[src/rtl/id_fwd_stage.sv]
// Decode/issue stage register. It resolves source operands through an N-source forwarding network,
// detects load-use hazards against the ID register and a load scoreboard, and inserts bubbles on a hazard.
module id_fwd_stage #(
  parameter int DATA_W  = 32,
  parameter int PC_W    = 30,
  parameter int GPR_AW  = 5,
  parameter int NUM_FWD = 2,
  parameter int LD_LAT  = 1,
  parameter int ZERO_R0 = 1
) (
  input  logic                      clk_i,
  input  logic                      rst_i,
  input  logic                      if_en_i,
  input  logic [PC_W-1:0]           if_pc_i,
  input  logic [GPR_AW-1:0]         dec_ra_addr_i,
  input  logic                      dec_ra_used_i,
  input  logic [GPR_AW-1:0]         dec_rb_addr_i,
  input  logic                      dec_rb_used_i,
  input  logic [DATA_W-1:0]         gpr_ra_data_i,
  input  logic [DATA_W-1:0]         gpr_rb_data_i,
  input  logic [GPR_AW-1:0]         dec_dst_addr_i,
  input  logic                      dec_gpr_we_n_i,
  input  logic                      dec_is_ld_i,
  input  logic [NUM_FWD-1:0]        fwd_en_i,
  input  logic [NUM_FWD-1:0]        fwd_we_n_i,
  input  logic [NUM_FWD*GPR_AW-1:0] fwd_dst_i,
  input  logic [NUM_FWD*DATA_W-1:0] fwd_data_i,
  input  logic                      stall_i,
  input  logic                      flush_i,
  output logic                      ld_hazard_o,
  output logic                      id_en_o,
  output logic [PC_W-1:0]           id_pc_o,
  output logic [DATA_W-1:0]         id_ra_data_o,
  output logic [DATA_W-1:0]         id_rb_data_o,
  output logic [GPR_AW-1:0]         id_dst_addr_o,
  output logic                      id_gpr_we_n_o,
  output logic                      id_is_ld_o
);

  logic              id_en_q, id_we_n_q, id_is_ld_q;
  logic [PC_W-1:0]   id_pc_q;
  logic [DATA_W-1:0] id_ra_q, id_rb_q, ra_d, rb_d;
  logic [GPR_AW-1:0] id_dst_q;
  logic              id_load, ra_zero, rb_zero, sb_hit_a, sb_hit_b, ra_dep, rb_dep;

  // Youngest matching forwarding source wins. A non-load result still sitting in the ID register is
  // deliberately not forwarded: it has not been computed yet, so the GPR value is used instead.
  function automatic logic [DATA_W-1:0] resolve(
    input logic [GPR_AW-1:0]         addr,
    input logic [DATA_W-1:0]         gpr,
    input logic [NUM_FWD-1:0]        en,
    input logic [NUM_FWD-1:0]        we_n,
    input logic [NUM_FWD*GPR_AW-1:0] dst,
    input logic [NUM_FWD*DATA_W-1:0] data
  );
    logic [DATA_W-1:0] res;
    logic              hit;
    res = gpr;
    hit = 1'b0;
    for (int i = 0; i < NUM_FWD; i++) begin
      if (!hit && en[i] && !we_n[i] && dst[i*GPR_AW +: GPR_AW] == addr) begin
        res = data[i*DATA_W +: DATA_W];
        hit = 1'b1;
      end
    end
    if (ZERO_R0 != 0 && addr == '0) res = '0;
    return res;
  endfunction

  assign ra_d    = resolve(dec_ra_addr_i, gpr_ra_data_i, fwd_en_i, fwd_we_n_i, fwd_dst_i, fwd_data_i);
  assign rb_d    = resolve(dec_rb_addr_i, gpr_rb_data_i, fwd_en_i, fwd_we_n_i, fwd_dst_i, fwd_data_i);
  assign id_load = id_en_q & id_is_ld_q & ~id_we_n_q;
  assign ra_zero = (ZERO_R0 != 0) && (dec_ra_addr_i == '0);
  assign rb_zero = (ZERO_R0 != 0) && (dec_rb_addr_i == '0);

  // Only entries 0..LD_LAT-2 can still block a consumer, so the oldest entry is never stored.
  generate
    if (LD_LAT > 1) begin : g_sb
      localparam int SB_N = LD_LAT - 1;
      logic [SB_N-1:0]   vld_q;
      logic [GPR_AW-1:0] dst_q [SB_N];

      always_ff @(posedge clk_i or posedge rst_i) begin
        if (rst_i) begin
          vld_q <= '0;
          for (int k = 0; k < SB_N; k++) dst_q[k] <= '0;
        end else if (!stall_i) begin
          vld_q[0] <= id_load;
          dst_q[0] <= id_dst_q;
          for (int k = 1; k < SB_N; k++) begin
            vld_q[k] <= vld_q[k-1];
            dst_q[k] <= dst_q[k-1];
          end
        end
      end

      always_comb begin
        sb_hit_a = 1'b0;
        sb_hit_b = 1'b0;
        for (int k = 0; k < SB_N; k++) begin
          if (vld_q[k] && dst_q[k] == dec_ra_addr_i) sb_hit_a = 1'b1;
          if (vld_q[k] && dst_q[k] == dec_rb_addr_i) sb_hit_b = 1'b1;
        end
      end
    end else begin : g_no_sb
      assign sb_hit_a = 1'b0;
      assign sb_hit_b = 1'b0;
    end
  endgenerate

  assign ra_dep = dec_ra_used_i & ~ra_zero & ((id_load & (id_dst_q == dec_ra_addr_i)) | sb_hit_a);
  assign rb_dep = dec_rb_used_i & ~rb_zero & ((id_load & (id_dst_q == dec_rb_addr_i)) | sb_hit_b);
  assign ld_hazard_o = if_en_i & (ra_dep | rb_dep);

  // Priority: flush, then stall (hold everything), then hazard bubble, then normal issue.
  always_ff @(posedge clk_i or posedge rst_i) begin
    if (rst_i) begin
      id_en_q    <= 1'b0;
      id_pc_q    <= '0;
      id_ra_q    <= '0;
      id_rb_q    <= '0;
      id_dst_q   <= '0;
      id_we_n_q  <= 1'b1;
      id_is_ld_q <= 1'b0;
    end else if (flush_i || (!stall_i && ld_hazard_o)) begin
      id_en_q    <= 1'b0;
      id_we_n_q  <= 1'b1;
      id_is_ld_q <= 1'b0;
    end else if (!stall_i) begin
      id_en_q    <= if_en_i;
      id_pc_q    <= if_pc_i;
      id_ra_q    <= ra_d;
      id_rb_q    <= rb_d;
      id_dst_q   <= dec_dst_addr_i;
      id_we_n_q  <= dec_gpr_we_n_i | ~if_en_i;
      id_is_ld_q <= dec_is_ld_i & if_en_i;
    end
  end

  assign id_en_o       = id_en_q;
  assign id_pc_o       = id_pc_q;
  assign id_ra_data_o  = id_ra_q;
  assign id_rb_data_o  = id_rb_q;
  assign id_dst_addr_o = id_dst_q;
  assign id_gpr_we_n_o = id_we_n_q;
  assign id_is_ld_o    = id_is_ld_q;

endmodule

[config.mk]
export PLATFORM = sky130hd
export DESIGN_NAME = id_fwd_stage
export DESIGN_NICKNAME = d
export VERILOG_FILES = /design/src/rtl/id_fwd_stage.sv
export SDC_FILE = /design/constraint.sdc
export NUM_CORES = 1
export LEC_CHECK = 0
export BUFFER_PORTS_ARGS = -buffer_cell sky130_fd_sc_hd__buf_2
export CORE_AREA = 2 2 117 119
export CTS_CLUSTER_SIZE = 20
export DETAILED_ROUTE_END_ITERATION = 16
export DIE_AREA = 0 0 119 121
export GPL_TIMING_DRIVEN = 0
export PLACE_DENSITY_LB_ADDON = 0.1
export SLEW_MARGIN = 0
export SYNTH_ARGS = -nofsm -noshare
export SYNTH_HDL_FRONTEND = slang
export SYNTH_SLANG_ARGS = --single-unit
[constraint.sdc]
create_clock -name clk_i -period 5.6 [get_ports clk_i]
set_clock_uncertainty 0.1 [all_clocks]
set_input_delay 1.68 -clock clk_i [delete_from_list [all_inputs] [get_ports clk_i]]
set_output_delay 1.68 -clock clk_i [all_outputs]
set_load 0.03 [all_outputs]
==> metrics.md, run 1 <==
| Metric | Value |
|---|---|
| Area of the multi-input gates | `2680 um^2` |
| DP HPWL | `15.0 mm` |
| Crit end category | `primary output` |
| Setup ws final | `781 ps` |
| PortBufs | `298` |
| Clk sink count | `102` |
| Seq cells post-synth | `102` |
| Die W | `119 um` |
| Placed cells | `985` |
| Post-synthesis net count | `706` |
| First-pass GRT wire length | `29.9 mm` |
| Mapped Area | `5490 um^2` |
| Setup TNS | `0 ps` |
| Post-synth ARST share | `1.00` |
| EDFF count, synth | `0` |
| # nets final | `1016` |
| Drc violations | `0` |
| I/O pin cnt | `299` |
| GP Congestion | `0.838` |
| CP Launch Type | `input pin` |
| Clock tree from TritonCTS | `built` |
| Core area | `13100 um^2` |
| Max Slew Vio Count | `0` |
| Total track usage | `0.268` |
| CP bufs+invs | `3` |
| Slew headroom | `0.535` |
| Power consumption | `2.17 mW` |
| Tightest Pin Transition | `697 ps` |
| Initial Util | `0.420` |
| WS Path Type | `in2out` |
| Worst path top cell family by delay | `simple AND/OR/NAND/NOR gates` |
| Worst hold path class | `reg2reg` |
| Post-route ant nets | `0` |
| Die Height | `121 um` |
| Yosys warns | `0` |
| Root buffer cell | `clkbuf_16` |
| Total global routing overflow | `0` |
| CP Data Required Time | `3820 ps` |
| Minimum clock period | `4820 ps` |
| Full die area | `14400 um^2` |
| H-tree levels | `3` |
| Distinct cells, synth | `36` |
| VDD IR max | `0.202 mV` |
| Data arrival time of the critical path | `3040 ps` |
| Crit path largest cell delay | `560 ps` |
| Final-report hold violation count | `0` |
| RSZ-0062 raised after global routing | `false` |
| Initial antenna violation count | `1` |
| Routed length per instance | `19.5 um` |
| WL final | `19.5 mm` |
| Postcts setup bufs | `0` |
| Hold buffers post-CTS | `0` |
| TritonRoute pass-1 iters | `5` |
| Max Root-Sink Buffers | `2` |
| Most common cell after layout, fill and taps aside | `buf_2` |
| Num CTS Buffers | `9` |
| Clk slew on worst S/H paths | `70 ps` |
| Layout cells sized above 1 | `0.468` |
| Vias | `5501` |
| Setup Viol. Count Final | `0` |
| Leakage Power | `4.02 nW` |
| Post-synthesis sequential area ratio | `0.465` |
| CP max FO | `4` |
| Resize count post-CTS | `0` |
| Clk_lat worst skew | `340 ps` |
| Pre-CTS setup slack | `792 ps` |
| Starting DRT DRC Count | `398` |
| FP Rows | `42` |
| Hold WS | `373 ps` |
| Ys flop type | `dfrtp_1` |
| Max cap viols | `0` |
| Final worst-path cycle share | `0.861` |
| Status | `complete, no violations` |
| Fmax | `208 MHz` |
| Avg Vias per Cell | `5.50` |
| Post-synthesis cell count | `510` |
| Most frequent cells in the layout | `310 x buf_2, 101 x dfrtp_1, 66 x nor2_1` |
| Layout area overhead | `37.0%` |
| Post-Layout Cell Count | `1000` |
| Layout fillers | `1201` |
| Vias in the first global route | `5808` |
| Pwr Density | `289 nW/um^2` |
| Largest net degree at the start of global routing | `53` |
| Crit-path cells | `buf_2, or4_1, o211ai_2, o22ai_1, nand4_1, inv_1, buf_2` |
| Slowest-stage cell, CP | `or4_1` |
| Synthesized area per cell | `10.8 um^2` |
| Seq. cell area | `2550 um^2` |
| Cell repeated most along the worst path | `buf_2` |
layer usage:
| metal | global-route usage | part of all wire | vias to the layer above |
|---|---|---|---|
| li1 | - | - | 2520 |
| met4 | 0.103 | 0.023 | 0 |
| met2 | 0.475 | 0.50 | 270 |
| met3 | 0.0733 | 0.081 | 33 |
| met5 | 0 | 0 | - |
| met1 | 0.309 | 0.39 | 2678 |
where the power goes:
| group | switching [mW] | internal [mW] | leakage, nW |
|---|---|---|---|
| clock network | 0.271 | 0.367 | 0.142 |
| registers | 0.0602 | 0.837 | 1.24 |
| logic | 0.404 | 0.232 | 2.63 |
| total | 0.735 | 1.44 | 4.02 |
synth_stat cells (all sizes together), types with 2 or more instances:
library cell  count  area share
dfrtp           101        0.46
nor2             66       0.045
nand2            38       0.026
mux2             35       0.072
o221ai           33       0.053
a2111oi          32       0.060
a21o             32       0.044
mux2i            32       0.058
o31ai            32       0.052
clkbuf           26       0.018
buf              19       0.024
xnor2            18       0.029
inv               9      0.0061
xor2              8       0.013
nand4             4      0.0046
nand2b            3      0.0034
o22ai             3      0.0034
a221o             2      0.0036
nor2b             2      0.0023
or3               2      0.0023
or4               2      0.0027
metrics by stage:
step / instance area, um^2 / util
CTS: 7520 / 0.575
floorplan: 5490 / -
global route: 7530 / 0.575
global placement: 7200 / 0.551
detailed placement: 7230 / 0.553
finish: 7530 / 0.575
sequential cells by signal, indices dropped and copies added, names as in the netlist:
register       cells
id_pc_o           30
id_dst_addr_o      5
id_ra_data_o      32
id_gpr_we_n_o      1
id_rb_data_o      32
id_en_o            1
id_is_ld_o         1
cell families after synthesis:
logic type,share of synthesized area
compound gates,0.224
xor+xnor,0.0415
buf+inv,0.0478
flops,0.465
mux,0.130
simple gates,0.0918
worst paths after layout:
check	start	cells after the start	slack (ps)	endpoint
setup / recovery	dec_ra_addr_i[1]	7	780	ld_hazard_o
hold / removal	id_ra_data_o[30]$_DFFE_PP0P_	1	370	id_ra_data_o[30]$_DFFE_PP0P_
setup reg to reg	id_dst_addr_o[3]$_DFFE_PP0P_	9	2910	id_rb_data_o[6]$_DFFE_PP0P_
hold reg to reg	id_ra_data_o[30]$_DFFE_PP0P_	1	370	id_ra_data_o[30]$_DFFE_PP0P_
max in group asynchronous	rst_i	3	3370	id_ra_data_o[5]$_DFFE_PP0P_
min in group asynchronous	rst_i	2	1320	id_ra_data_o[22]$_DFFE_PP0P_
layout make-up:
| cell class | instances | share of cell area |
|---|---|---|
| inverters | 9 | 0.00482 |
| clock inverters | 1 | 0.00399 |
| repair buffers | 299 | 0.202 |
| diodes | 1 | 0.000332 |
| flip-flops and latches | 102 | 0.339 |
| clock buffers | 13 | 0.0346 |
| plain buffers | 45 | 0.0304 |
| well taps | 176 | 0.0293 |
| multi-input cells | 354 | 0.356 |
worst register-to-register path, stage by stage, from the launching register on:
cell      delay, ps
dfrtp_1         450
xor2_1          190
a211o_1         240
o22ai_1         260
a41o_1          320
buf_6           190
buf_6           160
clkbuf_1        460
nand2_1         150
o31ai_2          90
Power figures use the tool's default switching activity.
==> run 2: changes to the inputs <==
CTS_BUF_LIST = sky130_fd_sc_hd__clkbuf_8 sky130_fd_sc_hd__clkbuf_16   (was unset)
==> run 2 against run 1 <==
Maximum frequency stayed put; utilization unchanged; highest routed layer unchanged; critical endpoint unchanged; cell count did not move; critical path depth did not move; global-route usage unchanged; sequential power about the same; first-iteration DRC count unchanged; hold slack barely moved.
==> metrics.md, run 2 (synthesized netlist as in run 1, its figures left out) <==
| Metric | Value |
|---|---|
| Status | `complete, no violations` |
| Worst reg2reg path depth | `9` |
| Minimum clock period | `4820 ps` |
| Initial antenna violation count | `1` |
| I/O pin cnt | `299` |
| Clk sink count | `102` |
| Levels on crit path | `7` |
| Final worst-path cycle share | `0.861` |
| Root buffer cell | `clkbuf_16` |
| CP max FO | `4` |
| Clock tree from TritonCTS | `built` |
| Post-Layout Cell Count | `1000` |
| Max Root-Sink Buffers | `2` |
| TritonRoute pass-1 iters | `5` |
| Fmax | `208 MHz` |
| Postcts setup bufs | `0` |
| Resize count post-CTS | `0` |
| First-pass GRT wire length | `29.9 mm` |
| RSZ-0062 raised after global routing | `false` |
| H-tree levels | `3` |
| Setup Viol. Count Final | `0` |
| GP Congestion | `0.838` |
| Crit-path cells | `buf_2, or4_1, o211ai_2, o22ai_1, nand4_1, inv_1, buf_2` |
| Most common cell after layout, fill and taps aside | `buf_2` |
| Seq. cell area | `2550 um^2` |
| WS Path Type | `in2out` |
| # nets final | `1016` |
| Final-report hold violation count | `0` |
| Leakage Power | `4.02 nW` |
| Total global routing overflow | `0` |
| VDD IR max | `0.202 mV` |
| Hold buffers post-CTS | `0` |
| CP Launch Type | `input pin` |
| CP Data Required Time | `3820 ps` |
| Max Slew Vio Count | `0` |
| Worst setup path endpoint | `ld_hazard_o` |
| Setup TNS | `0 ps` |
| Crit path largest cell delay | `560 ps` |
| Critical R2R Launch | `id_dst_addr_o[3]$_DFFE_PP0P_` |
| Die W | `119 um` |
| Crit end category | `primary output` |
| Starting DRT DRC Count | `398` |
| Layout fillers | `1201` |
| Data arrival time of the critical path | `3040 ps` |
| Worst path top cell family by delay | `simple AND/OR/NAND/NOR gates` |
| Worst hold path class | `reg2reg` |
| Die Height | `121 um` |
| Clk_lat worst skew | `340 ps` |
| Initial Util | `0.420` |
| Setup ws final | `781 ps` |
| Core area | `13100 um^2` |
| Cell repeated most along the worst path | `buf_2` |
| Vias in the first global route | `5808` |
| Post-route ant nets | `0` |
| Pre-CTS setup slack | `792 ps` |
| Slowest-stage cell, CP | `or4_1` |
| Slew headroom | `0.535` |
| WL final | `19.5 mm` |
| Full die area | `14400 um^2` |
| Max cap viols | `0` |
| Layout area overhead | `37.0%` |
| Reg2reg end | `id_rb_data_o[6]$_DFFE_PP0P_` |
| Drc violations | `0` |
| Area of the multi-input gates | `2680 um^2` |
| Pwr Density | `288 nW/um^2` |
| R2R Setup Slk | `2910 ps` |
| Total track usage | `0.268` |
| PortBufs | `298` |
| Placed cells | `985` |
| CP bufs+invs | `3` |
| Most frequent cells in the layout | `310 x buf_2, 101 x dfrtp_1, 66 x nor2_1` |
| Routed length per instance | `19.5 um` |
| Vias | `5503` |
| Avg Vias per Cell | `5.50` |
| Layout cells sized above 1 | `0.468` |
| Clk slew on worst S/H paths | `70 ps` |
| Tightest Pin Transition | `697 ps` |
| FP Rows | `42` |
| DP HPWL | `15.0 mm` |
| Worst setup path start | `dec_ra_addr_i[1]` |
| Num CTS Buffers | `9` |
| Largest net degree at the start of global routing | `53` |
==> run 2: area by class of cell <==
| cell class | count | area share |
|---|---|---|
| well taps | 176 | 0.0293 |
| diodes | 1 | 0.000332 |
| repair buffers | 299 | 0.202 |
| clock buffers | 11 | 0.0336 |
| plain buffers | 45 | 0.0304 |
| flip-flops and latches | 102 | 0.339 |
| inverters | 9 | 0.00482 |
| clock inverters | 3 | 0.00499 |
| multi-input cells | 354 | 0.356 |
==> run 2: worst min-delay path by stage <==
stage                                             from                      endpoint  slack, ps  cells after the start
after floorplan              id_gpr_we_n_o$_DFFE_PP1P_     id_gpr_we_n_o$_DFFE_PP1P_        480                      1
after global placement    id_ra_data_o[25]$_DFFE_PP0P_  id_ra_data_o[25]$_DFFE_PP0P_        360                      1
after detailed placement  id_ra_data_o[20]$_DFFE_PP0P_  id_ra_data_o[20]$_DFFE_PP0P_        360                      1
after CTS                 id_ra_data_o[30]$_DFFE_PP0P_  id_ra_data_o[30]$_DFFE_PP0P_        380                      1
after global routing      id_ra_data_o[17]$_DFFE_PP0P_  id_ra_data_o[17]$_DFFE_PP0P_        390                      1
final                     id_ra_data_o[30]$_DFFE_PP0P_  id_ra_data_o[30]$_DFFE_PP0P_        370                      1
==> run 2: metrics by stage <==
stage / area [um^2] / total power [mW] / util / hold slack [ps]
6_report: 7530 / 2.17 / 0.575 / 373
5_1_grt: 7530 / 2.26 / 0.575 / 388
4_1_cts: 7520 / 2.19 / 0.575 / 377
3_5_place_dp: 7230 / 1.55 / 0.553 / 360
3_3_place_gp: 7200 / 1.53 / 0.551 / 356
2_1_floorplan: 5490 / 1.29 / - / 477
==> run 2: per-layer routing <==
| layer | track usage | wire, um | up-vias | part of all wire |
|---|---|---|---|---|
| li1 | - | - | 2519 | - |
| met2 | 0.475 | 9810 | 269 | 0.50 |
| met4 | 0.103 | 438 | 0 | 0.023 |
| met3 | 0.0733 | 1580 | 33 | 0.081 |
| met5 | 0 | 0 | - | 0 |
| met1 | 0.309 | 7640 | 2682 | 0.39 |
==> run 2: where the power goes <==
part,total (mW),switching (mW),internal (mW)
Combinational,0.636,0.404,0.232
Sequential,0.898,0.0603,0.837
Clock,0.634,0.271,0.363
==> run 2: worst reg2reg max path, stage by stage, from the launching register on <==
cell and delay [ps]:
dfrtp_1 450, xor2_1 190, a211o_1 240, o22ai_1 260, a41o_1 320, buf_6 190, buf_6 160, clkbuf_1 460
nand2_1 150, o31ai_2 90
